## src/rtl/issue_ctrl.sv

```systemverilog
// Issue control: scoreboard, divider interlock and serialising FSM in front of the execution pipes.
// Latency: issue/stall are combinational in the decode cycle; clear is registered. Backpressure: stall holds decode.
module issue_ctrl #(
    parameter int W_AA_REG   = 5,
    parameter int W_PD_POPS  = 3,
    parameter int W_STALLCNT = 16
) (
    input  logic                      clk,
    input  logic                      rst,
    input  logic                      CDI_PV_req,
    input  logic [W_PD_POPS-1:0]      CDI_PD_piops,
    input  logic [W_AA_REG-1:0]       CDI_AA_rd,
    input  logic [W_AA_REG-1:0]       CDI_AA_rs,
    input  logic [W_AA_REG-1:0]       CDI_AA_rt,
    input  logic                      CDI_PV_wb,
    input  logic [W_AA_REG-1:0]       CDI_AA_wb,
    input  logic                      CDI_PV_divdone,
    input  logic                      CDI_PV_sysdone,
    input  logic                      CFI_PC_redirect,
    output logic                      CFO_PC_stall,
    output logic                      CFO_PC_clear,
    output logic                      CFO_PV_issue,
    output logic [W_PD_POPS-1:0]      CFO_PD_piops,
    output logic [(1<<W_AA_REG)-1:0]  CDO_PD_pending,
    output logic [W_STALLCNT-1:0]     CDO_PD_stallcnt,
    output logic                      CFO_PV_idle
);

    localparam int N_REG = 1 << W_AA_REG;
    localparam logic [W_PD_POPS-1:0] PIPE_DPIP = W_PD_POPS'(1);
    localparam logic [W_PD_POPS-1:0] PIPE_CPIP = W_PD_POPS'(3);
    localparam logic [N_REG-1:0]     ONE_HOT0  = N_REG'(1);

    typedef enum logic [1:0] {
        ST_FLUSH  = 2'd0,
        ST_RUN    = 2'd1,
        ST_SERIAL = 2'd2
    } state_t;

    state_t                  state_q, state_d;
    logic [N_REG-1:0]        pending_q, pending_d;
    logic                    div_busy_q, div_busy_d;
    logic [W_STALLCNT-1:0]   stallcnt_q, stallcnt_d;

    logic [N_REG-1:0]        pend_clr;
    logic                    div_clr;
    logic                    hazard;
    logic                    div_block;
    logic                    serialize;
    logic                    issue;
    logic                    stall;

    always_comb begin
        // Writebacks and divider completion retire before this cycle's checks.
        pend_clr = pending_q;
        if (CDI_PV_wb) begin
            pend_clr = pending_q & ~(ONE_HOT0 << CDI_AA_wb);
        end
        pend_clr[0] = 1'b0;
        div_clr     = div_busy_q & ~CDI_PV_divdone;

        hazard    = pend_clr[CDI_AA_rs] | pend_clr[CDI_AA_rt] | pend_clr[CDI_AA_rd];
        div_block = (CDI_PD_piops == PIPE_DPIP) & div_clr;
        serialize = (CDI_PD_piops == PIPE_CPIP) & ((|pend_clr) | div_clr);

        issue   = 1'b0;
        stall   = 1'b0;
        state_d = state_q;
        case (state_q)
            ST_FLUSH: begin
                state_d = ST_RUN;
            end
            ST_RUN: begin
                issue = CDI_PV_req & ~hazard & ~div_block & ~serialize & ~CFI_PC_redirect;
                stall = CDI_PV_req & ~issue & ~CFI_PC_redirect;
                if (issue && (CDI_PD_piops == PIPE_CPIP)) begin
                    state_d = ST_SERIAL;
                end
            end
            ST_SERIAL: begin
                stall = CDI_PV_req & ~CFI_PC_redirect;
                if (CDI_PV_sysdone) begin
                    state_d = ST_RUN;
                end
            end
            default: begin
                state_d = ST_FLUSH;
            end
        endcase
        if (CFI_PC_redirect) begin
            state_d = ST_FLUSH;
        end
        if (rst) begin
            issue = 1'b0;
            stall = 1'b0;
        end

        // Set is applied after clear so a same-cycle set wins.
        pending_d = pend_clr;
        if (issue) begin
            pending_d = pend_clr | (ONE_HOT0 << CDI_AA_rd);
        end
        pending_d[0] = 1'b0;
        div_busy_d   = div_clr | (issue & (CDI_PD_piops == PIPE_DPIP));

        stallcnt_d = stallcnt_q;
        if (stall && (stallcnt_q != {W_STALLCNT{1'b1}})) begin
            stallcnt_d = stallcnt_q + 1'b1;
        end
    end

    always_ff @(posedge clk) begin
        if (rst) begin
            state_q    <= ST_FLUSH;
            pending_q  <= '0;
            div_busy_q <= 1'b0;
            stallcnt_q <= '0;
        end else begin
            state_q    <= state_d;
            pending_q  <= pending_d;
            div_busy_q <= div_busy_d;
            stallcnt_q <= stallcnt_d;
        end
    end

    assign CFO_PC_stall    = stall;
    assign CFO_PC_clear    = (state_q == ST_FLUSH);
    assign CFO_PV_issue    = issue;
    assign CFO_PD_piops    = issue ? CDI_PD_piops : '0;
    assign CDO_PD_pending  = pending_q;
    assign CDO_PD_stallcnt = stallcnt_q;
    assign CFO_PV_idle     = (pending_q == '0) & ~div_busy_q & (state_q == ST_RUN);

endmodule
```

## config.mk

```make
export PLATFORM = sky130hd
export DESIGN_NAME = issue_ctrl
export DESIGN_NICKNAME = d
export VERILOG_FILES = /design/src/rtl/issue_ctrl.sv
export SDC_FILE = /design/constraint.sdc
export NUM_CORES = 1
export LEC_CHECK = 0
export CAP_MARGIN = 15
export CORE_MARGIN = 10
export CORE_UTILIZATION = 46
export CTS_CLUSTER_SIZE = 25
export DETAILED_ROUTE_END_ITERATION = 7
export PLACE_DENSITY_LB_ADDON = 0.1
export SYNTH_ARGS = -nofsm -noshare
export SYNTH_HDL_FRONTEND = slang
export SYNTH_SLANG_ARGS = --single-unit
```

## constraint.sdc

```tcl
create_clock -name clk -period 3.3 [get_ports clk]
set_input_delay 0.495 -clock clk [delete_from_list [all_inputs] [get_ports clk]]
set_output_delay 0.495 -clock clk [all_outputs]
set_load 0.01 [all_outputs]
```

# Word-level counts from Yosys, hierarchy flattened
# Index checks and enable logic that the tools add are counted.
[op_classes] addsub=1 multipliers=0 div_mod_pow=0 n_lt_le_gt_ge=3 eq_ne=7 n_shift=2 n_mux=16 bitwise=27 reduce_logical=7
[op_table] op="$mux 32" n=2
[op_table] op="$shl 1x5->32 const A" n=2
[op_table] op="$and 32x32->32" n=1
[op_table] op="$logic_not 32->1" n=1
[op_table] op="$not 32->32" n=1
[op_table] op="$or 32x32->32" n=1
[op_table] op="$reduce_or 31->1" n=1
[op_table] op="$lt 5x6->1 const B" n=3
[op_table] op="$add 16x1->16 const B" n=1
[op_table] op="$ne 16x16->1 const B" n=1
[op_table] op="$bmux 1 s5" n=3
[op_table] op="$and 1x1->1" n=13
[op_table] op="$not 1->1" n=7
[op_table] op="$mux 1" n=6
[op_table] op="$pmux 2 s3" n=1
[op_table] op="$mux 2" n=2
[op_table] op="$ne 2x2->1 const B" n=2
[op_table] op="$or 1x1->1" n=4
[op_table] op="$eq 3x1->1 const B" n=1
[op_table] op="$eq 3x2->1 const B" n=1
[op_table] op="$mux 3" n=1
[op_table] op="$eq 2x1->1 const B" n=1
[op_table] op="$eq 2x2->1 const B" n=1
[op_table] op="$logic_and 1x1->1" n=2
[op_table] op="4 further kinds" n=4
[word_totals] ff_bits=51 latchBits=0 ram_bits=0 romBits=0 inputBits=30 output_inout_bits=55 elab_cells=68 memories=0

# Depth between registers and ports, before layout
# Gate-level depths: netlist of the first run.
[logic_depth] ltp_word=19 ltp_mapped=13 depth_no_buf=9

# Least setup slack after synthesis of the first run
# OpenSTA, ideal clock, no wires.
[synth_path] path_kind="input port to output port" startpoint="in CDI_AA_wb[3]" endpoint="out CFO_PD_piops[0]" t_arrival_ps=3089 required_time_ps=2805 setup_slack_ps=-284 cell_stages=10 path_buffers=2 path_cell_list="buf_2 -> or4b_4 -> o21ai_2 -> o22ai_1 -> o311ai_2 -> or4b_1 -> or4_4 -> buf_6 -> inv_1 -> and2_1"
[synth_via] elab_chain_cells=16 word_cells_on_any_way=24 classes_between="1 x shift; 10 x mux; 12 x bitwise; 1 x reduce/logical"
[synth_rtl] element="from (decl)" line="16" text="input logic [W_AA_REG-1:0] CDI_AA_wb,"
[synth_rtl] element="$shl 1x5->32 *" line="57" text="pend_clr = pending_q & ~(ONE_HOT0 << CDI_AA_wb);"
[synth_rtl] element="$not 32->32 *" line="57"
[synth_rtl] element="$and 32x32->32 *" line="57"
[synth_rtl] element="$mux 32 *" line="56" text="if (CDI_PV_wb) begin"
[synth_rtl] element="$bmux 1 s5" line="62" text="hazard = pend_clr[CDI_AA_rs] | pend_clr[CDI_AA_rt] | pend_clr[CDI_AA_rd];"
[synth_rtl] element="$mux 1 (implied by the code)" line="62"
[synth_rtl] element="$or 1x1->1 (2 in a row)" line="62"
[synth_rtl] element="$not 1->1" line="74" text="issue = CDI_PV_req & ~hazard & ~div_block & ~serialize & ~CFI_PC_redirect;"
[synth_rtl] element="$and 1x1->1 (2 in a row)" line="74"
[synth_rtl] element="$and 1x1->1 * (2 in a row)" line="74"
[synth_rtl] element="$mux 1 *" line="69" text="case (state_q)"
[synth_rtl] element="$mux 1 *" line="93" text="if (rst) begin"
[synth_rtl] element="via CFO_PV_issue" line="22" text="output logic CFO_PV_issue,"
[synth_rtl] element="$mux 3 *" line="129" text="assign CFO_PD_piops = issue ? CDI_PD_piops : '0;"
[synth_rtl] element="to (decl)" line="23" text="output logic [W_PD_POPS-1:0] CFO_PD_piops,"
# The timed path passes the listed nets; every way through them passes the cells marked *. The select of a mux whose other input is x is not followed.

# Worst setup path after layout of the first run
[layout_path] startpoint="in CDI_AA_wb[2]" endpoint="out CFO_PD_piops[1]"
[layout_via] elab_chain_cells=16 word_cells_on_any_way=24 classes_between="1 x shift; 10 x mux; 12 x bitwise; 1 x reduce/logical"
[layout_rtl] element="$shl 1x5->32 *" line="57"
[layout_rtl] element="$not 32->32 *" line="57"
[layout_rtl] element="$and 32x32->32 *" line="57"
[layout_rtl] element="$mux 32 *" line="56"
[layout_rtl] element="$bmux 1 s5" line="62"
[layout_rtl] element="$mux 1 (implied by the code)" line="62"
[layout_rtl] element="$or 1x1->1 (2 in a row)" line="62"
[layout_rtl] element="$not 1->1" line="74"
[layout_rtl] element="$and 1x1->1 (2 in a row)" line="74"
[layout_rtl] element="$and 1x1->1 * (2 in a row)" line="74"
[layout_rtl] element="$mux 1 *" line="69"
[layout_rtl] element="$mux 1 *" line="93"
[layout_rtl] element="$mux 3 *" line="129"
# Every way passes the cells marked *; elsewhere a longest branch is shown, timed or not. The select of a mux whose other input is x is not followed.

==> results of run 1 <==
==> per-layer routing <==
layer  GRT usage  up-vias  routed length [µm]
met2       0.519      446                9630
li1            -     2297                   -
met1       0.343     2558                7100
met5           0        -                   0
met3      0.0614      119                2210
met4       0.134        0                1290
==> worst reg2reg max path, delay by kind of cell (launching register included) <==
kind,cells,cell delay (ns)
AO/OA/AOI/OAI,5,0.90
buffers and inverters,3,0.50
flip-flops,1,0.42
multiplexers,1,0.27
AND/OR/NAND/NOR,3,1.14
==> stage by stage <==
stage	area (µm²)	hold WS, ns	utilization	worst slack (ns)	TNS, ns
detailed placement	5710	0.489	0.735	-1.30	-42.41
global route	6630	0.566	0.853	-0.514	-11.97
global placement	5710	0.475	0.735	-1.26	-40.50
finish	6630	0.544	0.853	-0.447	-9.02
CTS	6150	0.504	0.792	-0.537	-9.32
floorplan	3730	0.484	-	-0.107	-0.369
==> layout by cell type (no fill, tap or decap), types with 9 or more instances in the layout <==
cell             count
buf_4              174
clkdlybuf4s50_1     68
dfxtp_1             50
o21ai_0             19
nand2_1             19
nor2_1              18
nand3_1             18
o211ai_1            17
o22ai_2             17
inv_1               13
buf_6               13
o21ai_1             12
nand4_1             11
o22ai_1             10
o2111ai_1           10
and3_1              10
a21oi_1              9
==> registers in the layout, indices dropped and copies added (netlist names) <==
name,flops
state_q,2
CDO_PD_stallcnt,16
div_busy_q,1
CDO_PD_pending,31
==> kinds of logic after synthesis <==
group,after synthesis,synth area share
XOR/XNOR,2,0.00476
other,1,0.00102
AO/OA/AOI/OAI,165,0.326
buffers and inverters,47,0.0557
multiplexers,20,0.0645
flip-flops,50,0.272
AND/OR/NAND/NOR,164,0.259
adder cells (fa/ha/maj),5,0.0170
==> cell type report <==
class | instances | share of cell area
clock buffer | 5 | 0.0104
clock inverter | 3 | 0.00434
inverter | 15 | 0.00925
multi-input combinational | 357 | 0.459
sequential | 50 | 0.151
tap | 102 | 0.0193
timing repair buffer | 270 | 0.347
==> final timing paths <==
path,from,end,cells past startpoint
max reg2reg,CDO_PD_pending[29]$_SDFF_PP0_,CDO_PD_pending[22]$_SDFF_PP0_,12
min,state_q[0]$_SDFFE_PP0P_,state_q[0]$_SDFFE_PP0P_,2
min reg2reg,state_q[0]$_SDFFE_PP0P_,state_q[0]$_SDFFE_PP0P_,2
max,CDI_AA_wb[2],CFO_PD_piops[1],15
==> power groups by stage <==
stage / Sequential [W] / Clock (W) / Combinational, W
6_report: 0.000608 / 0.000417 / 0.000351
5_1_grt: 0.000608 / 0.000429 / 0.000366
4_1_cts: 0.000607 / 0.000407 / 0.000300
3_5_place_dp: 0.000621 / 0 / 0.000277
3_3_place_gp: 0.000620 / 0 / 0.000272
2_1_floorplan: 0.000621 / 0 / 0.000116
==> timing repair <==
action	4_1_cts	5_1_grt
endpoints found under the setup margin	54	50
pin swaps	15	38
gates cloned	0	3
gates resized for setup	99	70
buffers inserted	12	14
==> impl_results.md, run 1 <==
- Final WS setup: -0.447 ns
- Worst-margin pin slew: 0.750 ns
- Yosys cell types: 76
- Area of the multi-input gates: ~3000 µm²
- Most frequent CP cell: buf_4
- Crit path required time: 2.80 ns
- Synth area leader: dfxtp_1
- Drt pass-1 iters: 6
- Net count after synthesis: between 400 and 500
- Crit-path slowest cell: or4_4
- Clk_lat worst skew: approximately 0.32 ns
- Register area: between 1000 and 1500 µm²
- # placed instances: around 770
- Root buf cell: clkbuf_8
- Final worst-path cycle share: 1.14
- Pwr Total: around 0.0014 W
- Ys async rst share: 0
- Core Area: approximately 8000 µm²
- H-Tree Depth: 2
- Num CTS Buffers: 5
- Worst VDD drop: approximately 0.17 mV
- Synth top area cells: dfxtp_1, o22ai_1, o211ai_1, o21ai_0, o2111ai_1
- Endpoint type of the worst setup path: output port
- #FFs+latches synth: 50
- PwrDens: approximately 210 nW/µm²
- Initial antenna violation count: 0
- Vias in the first global route: between 5000 and 6000
- Filler instances: around 430
- Clock share of power: 0.303
- Via/cell ratio: 6.76
- RSZ-0062 raised after global routing: true
- # port buffers: between 80 and 90
- Peak fanout along the critical path: 6
- Final Hold Fails: 0
- Sw Share: 0.323
- N_diodes: 0
- Post-synth EDFFs: 0
- Avg Cell Area, Syn: 8.11 µm²
- DRT Wirelength: between 20000 and 25000 µm
- Die height: 109 µm
- Max incr delay on CP: roughly 0.56 ns
- Die ar.: between 10000 and 15000 µm²
- Iteration-0 DRC Markers: ~700
- P_leak: about 2.6 nW
- Number of core rows: 32
- GRT Total Usage: 0.298
- Clock skew: between 0.008 and 0.009 ns
- Wire per inst: approximately 25 µm
- Share of cells above drive strength 1: 0.446
- CTS tree: yes
- Final Instance Count excl. Fillers: 802
- Clock buffer depth: 2
- Largest net degree at the start of global routing: ~50
- Synth cell count leaders: dfxtp_1, o21ai_0, nor2_1, o22ai_1, nand2_1
- Max Cap Viol: 0
- Switching power: approximately 0.00044 W
- Fmax: approximately 270 MHz
- Hold Buf Count CTS: 0
- Clock transition at path regs: about 0.11 ns
- Antenna-violating nets left: 0
- CP Class: primary input to output port
- Area share of the largest cell type after synthesis: 0.272
- Worst EP arrival: between 3 and 4 ns
- Final Max Tran Viols: 0
- I/O pin cnt: 85
- FF-to-FF setup slack: ~0.010 ns
- Run status: finished, violations left
- Setup violations, final: 42
- CP Launch Type: primary input
- Hold Path Class: flip-flop to flip-flop
- Violated checks: negative setup slack
- Min Tclk post-route: 3.75 ns
- GPL Wtd Cong: between 1 and 1.5
- Clock sinks: 50
- Hpwl dp: about 14000 µm
- Seq pwr share: 0.442
- Final #Nets: roughly 730
- Initial Util: 0.474
- Ys flop type: dfxtp_1
- DRC errors left: 0
- Area grow syn2layout: 80.0%
- Synth warnings: 0
- Pint: about 0.00093 W
- Worst path buffer plus inverter count: 7
- Register area share after synthesis: 0.272
- DIE WIDTH: approximately 110 µm
- Slew headroom: 0.500
- Post-synthesis cell area: 3680 µm²
- Comb pwr share: 0.255
- Cell count after synthesis: between 400 and 500
- Global-route wire length before repair: 28200 µm
- Global route overflow: 0
- Most frequent cell after synthesis: dfxtp_1
- Critical path, cell by cell: buf_8 > buf_6 > buf_4 > nand4b_1 > buf_4 > o311ai_4 > buf_4 > o21ai_0 > a2111o_1 > nand2_1 > nand2_1 > or4_4 > clkinv_4 > and2_4 > buf_6
- Top delay family on crit path: simple AND/OR/NAND/NOR gates
- Via count: between 5000 and 6000
(Power assumes the default switching activity.)
==> inputs of run 2 (changes only) <==
Settings changed: CTS_CLUSTER_DIAMETER set to 100.
==> results of run 2 <==
Final layout, timing and power as in run 1 (identical DEF).
==> RTL change 1 (settings of run 2) <==
`pending_q` no longer has a reset.
--- a/src/rtl/issue_ctrl.sv
+++ b/src/rtl/issue_ctrl.sv
@@ -112,15 +112,17 @@
     always_ff @(posedge clk) begin
         if (rst) begin
             state_q    <= ST_FLUSH;
-            pending_q  <= '0;
             div_busy_q <= 1'b0;
             stallcnt_q <= '0;
         end else begin
             state_q    <= state_d;
-            pending_q  <= pending_d;
             div_busy_q <= div_busy_d;
             stallcnt_q <= stallcnt_d;
         end
+    end
+
+    always_ff @(posedge clk) begin
+        pending_q <= pending_d;
     end
 
     assign CFO_PC_stall    = stall;
Check against the original RTL: differs if rst is asserted again (counterexample within 4 cycles, from zero or initial values and one cycle with rst high); with rst held inactive, the same outputs for 4 cycles.
==> RTL change 1 against run 2 <==
The flow still finishes with violations (negative setup slack); setup slack improved by 0.43 ns; design area decreased by 8.1%; worst hold slack got worse by 0.036 ns; utilization decreased by 10 points; total power increased by 6.6%; clock power decreased by 7.9%; routed wire length decreased by 13%; area after synthesis increased by 3.0%; first-iteration DRC count decreased by 24%; register-to-register slack improved by 0.14 ns; sequential cell count unchanged; critical path depth increased by 1; synthesized cell count increased by 3.7%; critical endpoint is now CFO_PC_stall; largest cell class unchanged.
==> RTL change 1: results (changes against run 2) <==
| Metric | Value |
|---|---|
| Outcome | `finished, violations left` |
| First-pass GRT wire length | `27.4 mm (-2.6%)` |
| Net count after synthesis | `506 (+3.5%)` |
| Global placement routability congestion | `1.09 (+5.6%)` |
| HPWL reported at the end of detailed placement | `13.6 mm (-3.0%)` |
| Register-to-register setup slack | `0.15 ns (+0.14 ns)` |
| Initial antenna violation count | `0 (unchanged)` |
| Length in cells of the worst reg-to-reg path | `20 (+8)` |
| Clock Skews | `0.0166 ns (+0.00790 ns)` |
| Slowest stage cell on the critical path | `sky130_fd_sc_hd__o211ai_1` |
| Cell depth of the worst hold path | `2 (unchanged)` |
| Total of endpoints with negative setup slack in the final report | `1 (-98%)` |
| Share of layout cells above drive strength 1 | `36.4% (-8.1 points)` |
| Final WL | `17.6 mm (-13%)` |
| Violation count after the first detailed-routing iteration | `546 (-24%)` |
| Maximum level of the CTS H-tree | `2 (unchanged)` |
| Part of the Yosys area used for sequential elements | `26.4% (-0.79 points)` |
| Hold Crit Start | `CDO_PD_stallcnt[4]` |
| Vias | `5,034 (-7.1%)` |
| Crit-path leading delay family | `buffers and inverters` |
| Path type of the worst min-delay path | `flip-flop to flip-flop` |
| NumNets Final | `720 (-1.9%)` |
| Commonest cells in the synthesized netlist | `sky130_fd_sc_hd__dfxtp_1, sky130_fd_sc_hd__o21ai_0, sky130_fd_sc_hd__nor2_1` |
| Maximum number of pins on one net before global-route repair | `19 (-61%)` |
| Synth top area cells | `sky130_fd_sc_hd__dfxtp_1, sky130_fd_sc_hd__o21ai_0, sky130_fd_sc_hd__mux2i_1` |
| Pre-antenna DRT Iters | `8 (+2)` |
| Static Leak | `0.00238 µW (-7.5%)` |
| WP data arrival | `2.82 ns (-0.43 ns)` |
| Number of global-route vias before repair | `4,935 (-4.5%)` |
| Number of distinct standard cells referenced by the synthesized netlist | `72 (-5.3%)` |
| Clock buffers created by TritonCTS | `5 (unchanged)` |
| Worst-case setup margin in the final layout | `-0.0187 ns (+0.429 ns)` |
| Post-CTS clock slew at the launch and capture registers of the worst setup and hold paths | `0.11 ns (about the same)` |
| Largest fanout of any net on the critical path | `8 (+2)` |
| Total of warnings raised by yosys | `0 (unchanged)` |
| Async set-reset flop share out of synthesis | `0% (unchanged)` |
| R2r endpoint | `state_q[1]` |
| Violated checks | `negative setup slack` |
| Delay of the slowest cell on the worst path | `0.27 ns (-0.29 ns)` |
| Count of buffers inserted at the top-level ports | `83 (unchanged)` |
| Buffer depth of the longest clock path | `2 (unchanged)` |
| Routed length per instance | `22.3 µm (-12%)` |
| Worst Tran Pin Value | `0.717 ns (-0.0333 ns)` |
| Root buffer selected by CTS | `sky130_fd_sc_hd__clkbuf_8` |
| Total global-route track usage | `27.1% (-2.7 points)` |
| Maximum vdd ir drop | `0.185 mV (+5.9%)` |
| DP Cell Count | `757 (-1.0%)` |
| Synthesized instance count | `471 (+3.7%)` |
| Hold endpoint | `CDO_PD_stallcnt[4]` |
| Reg-to-Reg Start | `CDO_PD_pending[24]` |
| Largest register FFs | `31 (unchanged)` |
## RTL change 1: what timing repair did
action | 4_1_cts | 5_1_grt
pin swaps | 23 | 19
setup buffers | 22 | 6
setup endpoints to repair | 51 | 11
gates resized for setup | 92 | 33
endpoints found under the hold margin | 0 | 0
cloned | 1 | 0
## RTL change 1: layer usage
metal	vias up	share of wire, %	track usage [%]
li1	2250	-	-
met4	0	4.9	13.7
met5	-	0	0
met1	2361	40	34.0
met2	354	43	41.2
met3	69	12	7.74
## RTL change 1: worst register-to-register path, delay by kind of cell (launching register included)
family,cells,cell delay [ns]
compound gates,2,0.42
buf+inv,13,1.58
flops,1,0.61
mux,1,0.24
simple gates,4,0.22
## RTL change 1: through the flow
step	TNS, ns	area, µm²	worst slack (ns)	hold slack, ns	total power (µW)
after floorplan	0	3790	0.213	0.492	810
after global placement	-21.62	5570	-0.881	0.472	1020
after detailed placement	-27.72	5570	-1.02	0.497	1020
after CTS	-0.110	5920	-0.0441	0.513	1440
after global routing	-0.593	6090	-0.109	0.540	1520
final	-0.0187	6090	-0.0187	0.508	1470
## RTL change 1: logic make-up after synthesis
kind of cell             Yosys count  share of synthesized area [%]
multiplexers                      28                           8.38
AO/OA/AOI/OAI                    159                           29.4
buffers and inverters             48                           6.30
adder cells (fa/ha/maj)            5                           1.65
flip-flops                        50                           26.4
XOR/XNOR                           3                          0.693
other                              1                         0.0988
AND/OR/NAND/NOR                  177                           27.1
## RTL change 1: cell type report
type | count | area (µm²)
multi-input cells | 373 | 2780
clock inverters | 3 | 23.8
inverters | 15 | 56.3
repair buffers | 240 | 2030
well taps | 105 | 131
clock buffers | 5 | 68.8
flip-flops and latches | 50 | 1000
fillers | 628 | 2040
## RTL change 1: worst max-delay path by stage
stage	slack (ns)	depth (start not counted)	end	start
after floorplan	0.21	11	CFO_PC_stall	CDI_AA_wb[2]
after global placement	-0.88	10	CFO_PD_piops[1]	CDI_AA_wb[0]
after detailed placement	-1.02	10	CFO_PD_piops[1]	CDI_AA_wb[2]
after CTS	-0.04	14	CFO_PC_stall	CDI_AA_wb[2]
after global routing	-0.11	11	CFO_PD_piops[1]	CDI_AA_wb[2]
final	-0.02	16	CFO_PC_stall	CDI_PV_wb
## RTL change 1: report_power, final
part	switching [µW]	total (µW)	internal, µW
logic	223	453	230
clock network	232	384	152
registers	16.2	629	613
==> RTL change 2 (flow settings as in run 2) <==
Without the edit above. Change the parameter `W_PD_POPS` from 3 to 6.
--- a/src/rtl/issue_ctrl.sv
+++ b/src/rtl/issue_ctrl.sv
@@ -2,7 +2,7 @@
 // Latency: issue/stall are combinational in the decode cycle; clear is registered. Backpressure: stall holds decode.
 module issue_ctrl #(
     parameter int W_AA_REG   = 5,
-    parameter int W_PD_POPS  = 3,
+    parameter int W_PD_POPS  = 6,
     parameter int W_STALLCNT = 16
 ) (
     input  logic                      clk,
Interface: changed (resized CDI_PD_piops and CFO_PD_piops); port bits go from 85 to 91. No check against the original RTL was run, so the function may have changed too.
==> RTL change 2 against run 2 <==
The run still ends with negative setup slack left; design area fell by 2.2%; sequential cell count did not move; non-clock buffer count fell by 9; sequential power barely moved; setup slack gained 0.071 ns; total power rose by 3.4%; routed wire length increased by 0.68%; area after synthesis increased by 4.2%; critical path depth decreased by 1; critical path type unchanged; critical endpoint unchanged; highest routed layer unchanged.
==> RTL change 2: results (changes against run 2) <==
| Metric | Value |
|---|---|
| Hold endpoint | `div_busy_q` |
| WP data arrival | `3.18 ns (-0.07 ns)` |
| Launching instance or port of the critical path | `CDI_AA_wb[3]` |
| DP Cell Count | `814 (+6.4%)` |
| GR met1 Demand/Resource | `35.9% (+1.5 points)` |
| M3 GR Usage | `7.19% (+1.0 points)` |
| Worst Setup Slack post-DPL | `-1.36 ns (-0.0601 ns)` |
| Power attributed to the clock group | `463 µW (+11%)` |
| Number of distinct standard cells referenced by the synthesized netlist | `68 (-11%)` |
| Part of the Yosys area used for sequential elements | `26.1% (-1.1 points)` |
| Maximum vdd ir drop | `0.247 mV (+41%)` |
| NumNets Final | `766 (+4.4%)` |
| Worst hold margin | `0.422 ns (-0.122 ns)` |
| R2r endpoint | `CDO_PD_stallcnt[7]` |
| Reg-to-Reg Start | `CDO_PD_pending[24]` |
| First-pass GRT wire length | `31.1 mm (+11%)` |
| Final WL | `20.4 mm (+0.68%)` |
| Register-to-register setup slack | `0.30 ns (+0.29 ns)` |
| Routed length per instance | `24.4 µm (-3.2%)` |
| Violated checks | `negative setup slack` |
| Commonest cells in the synthesized netlist | `sky130_fd_sc_hd__dfxtp_1, sky130_fd_sc_hd__o21ai_0, sky130_fd_sc_hd__o22ai_1` |
| Post-Route Setup TNS | `-2.43 ns (+6.59 ns)` |
| Part of the total power dissipated in combinational logic | `24.8% (-0.7 points)` |
| Worst Tran Pin Value | `0.655 ns (-0.0945 ns)` |
| HPWL reported at the end of detailed placement | `15.0 mm (+7.5%)` |
| Total global-route track usage | `30.4% (+0.63 points)` |
| GR Util met2 | `48.6% (-3.3 points)` |
| Crit-path leading delay family | `buffers and inverters` |
| Number of global-route vias before repair | `5,613 (+8.6%)` |
| Static Leak | `0.00259 µW (+0.79%)` |
| Delay of the slowest cell on the worst path | `0.49 ns (-0.07 ns)` |
| Worst-case setup margin in the final layout | `-0.377 ns (+0.0707 ns)` |
| Layout fillers | `568 (+34%)` |
| Detail Route met3 WL | `2.38 mm (+7.8%)` |
| Detailed-route wire length on metal 1 | `7.44 mm (+4.9%)` |
| Pre-antenna DRT Iters | `5 (-1)` |
| Net count after synthesis | `529 (+8.2%)` |
| Total of endpoints with negative setup slack in the final report | `8 (-81%)` |
| Maximum number of pins on one net before global-route repair | `65 (+33%)` |
| Clock Skews | `0.00639 ns (-0.00231 ns)` |
| Outcome | `finished, violations left` |
| Violation count after the first detailed-routing iteration | `762 (+6.7%)` |
[RTL change 2: cell types whose count changed in the layout (fill, tap and decap cells not counted), sizes merged, moves of 7 or more]
cell          run 2  this run
nor3              9        16
o22ai            28        36
buf             195       186
o32ai             9         2
nand4            11        20
[RTL change 2: cell families after synthesis]
logic type	share of synthesized area (%)
and+or+nand+nor	27.2
AOI/OAI and AO/OA	30.7
buffers and inverters	6.00
DFF	26.1
muxes	7.59
adders and majority gates	1.63
xor gates and xnor gates	0.684
other	0.0977
[RTL change 2: what timing repair did]
| action | 4_1_cts | 5_1_grt |
|---|---|---|
| setup endpoints to repair | 58 | 25 |
| gates cloned | 1 | 0 |
| pin swaps | 24 | 12 |
| endpoints found under the hold margin | 0 | 0 |
| resized for setup | 121 | 42 |
| setup buffers | 8 | 5 |
[RTL change 2: area by class of cell]
cell class	instances	share of cell area (%)
clock buffer	5	1.06
timing repair buffer	261	34.6
inverter	21	1.27
clock inverter	3	0.733
sequential	50	15.4
multi-input combinational	389	44.8
tap	105	2.03
[RTL change 2: worst reg2reg max path, cell delays in order, from the launching register on]
cell	delay (ns)
sky130_fd_sc_hd__dfxtp_1	0.38
sky130_fd_sc_hd__mux2_2	0.29
sky130_fd_sc_hd__o32ai_2	0.26
sky130_fd_sc_hd__nand3_1	0.17
sky130_fd_sc_hd__nor3_4	0.26
sky130_fd_sc_hd__nand3_1	0.11
sky130_fd_sc_hd__a2111o_1	0.43
sky130_fd_sc_hd__buf_6	0.15
sky130_fd_sc_hd__o31ai_4	0.23
sky130_fd_sc_hd__inv_4	0.07
sky130_fd_sc_hd__buf_8	0.15
sky130_fd_sc_hd__nand4_1	0.11
sky130_fd_sc_hd__mux2_4	0.30
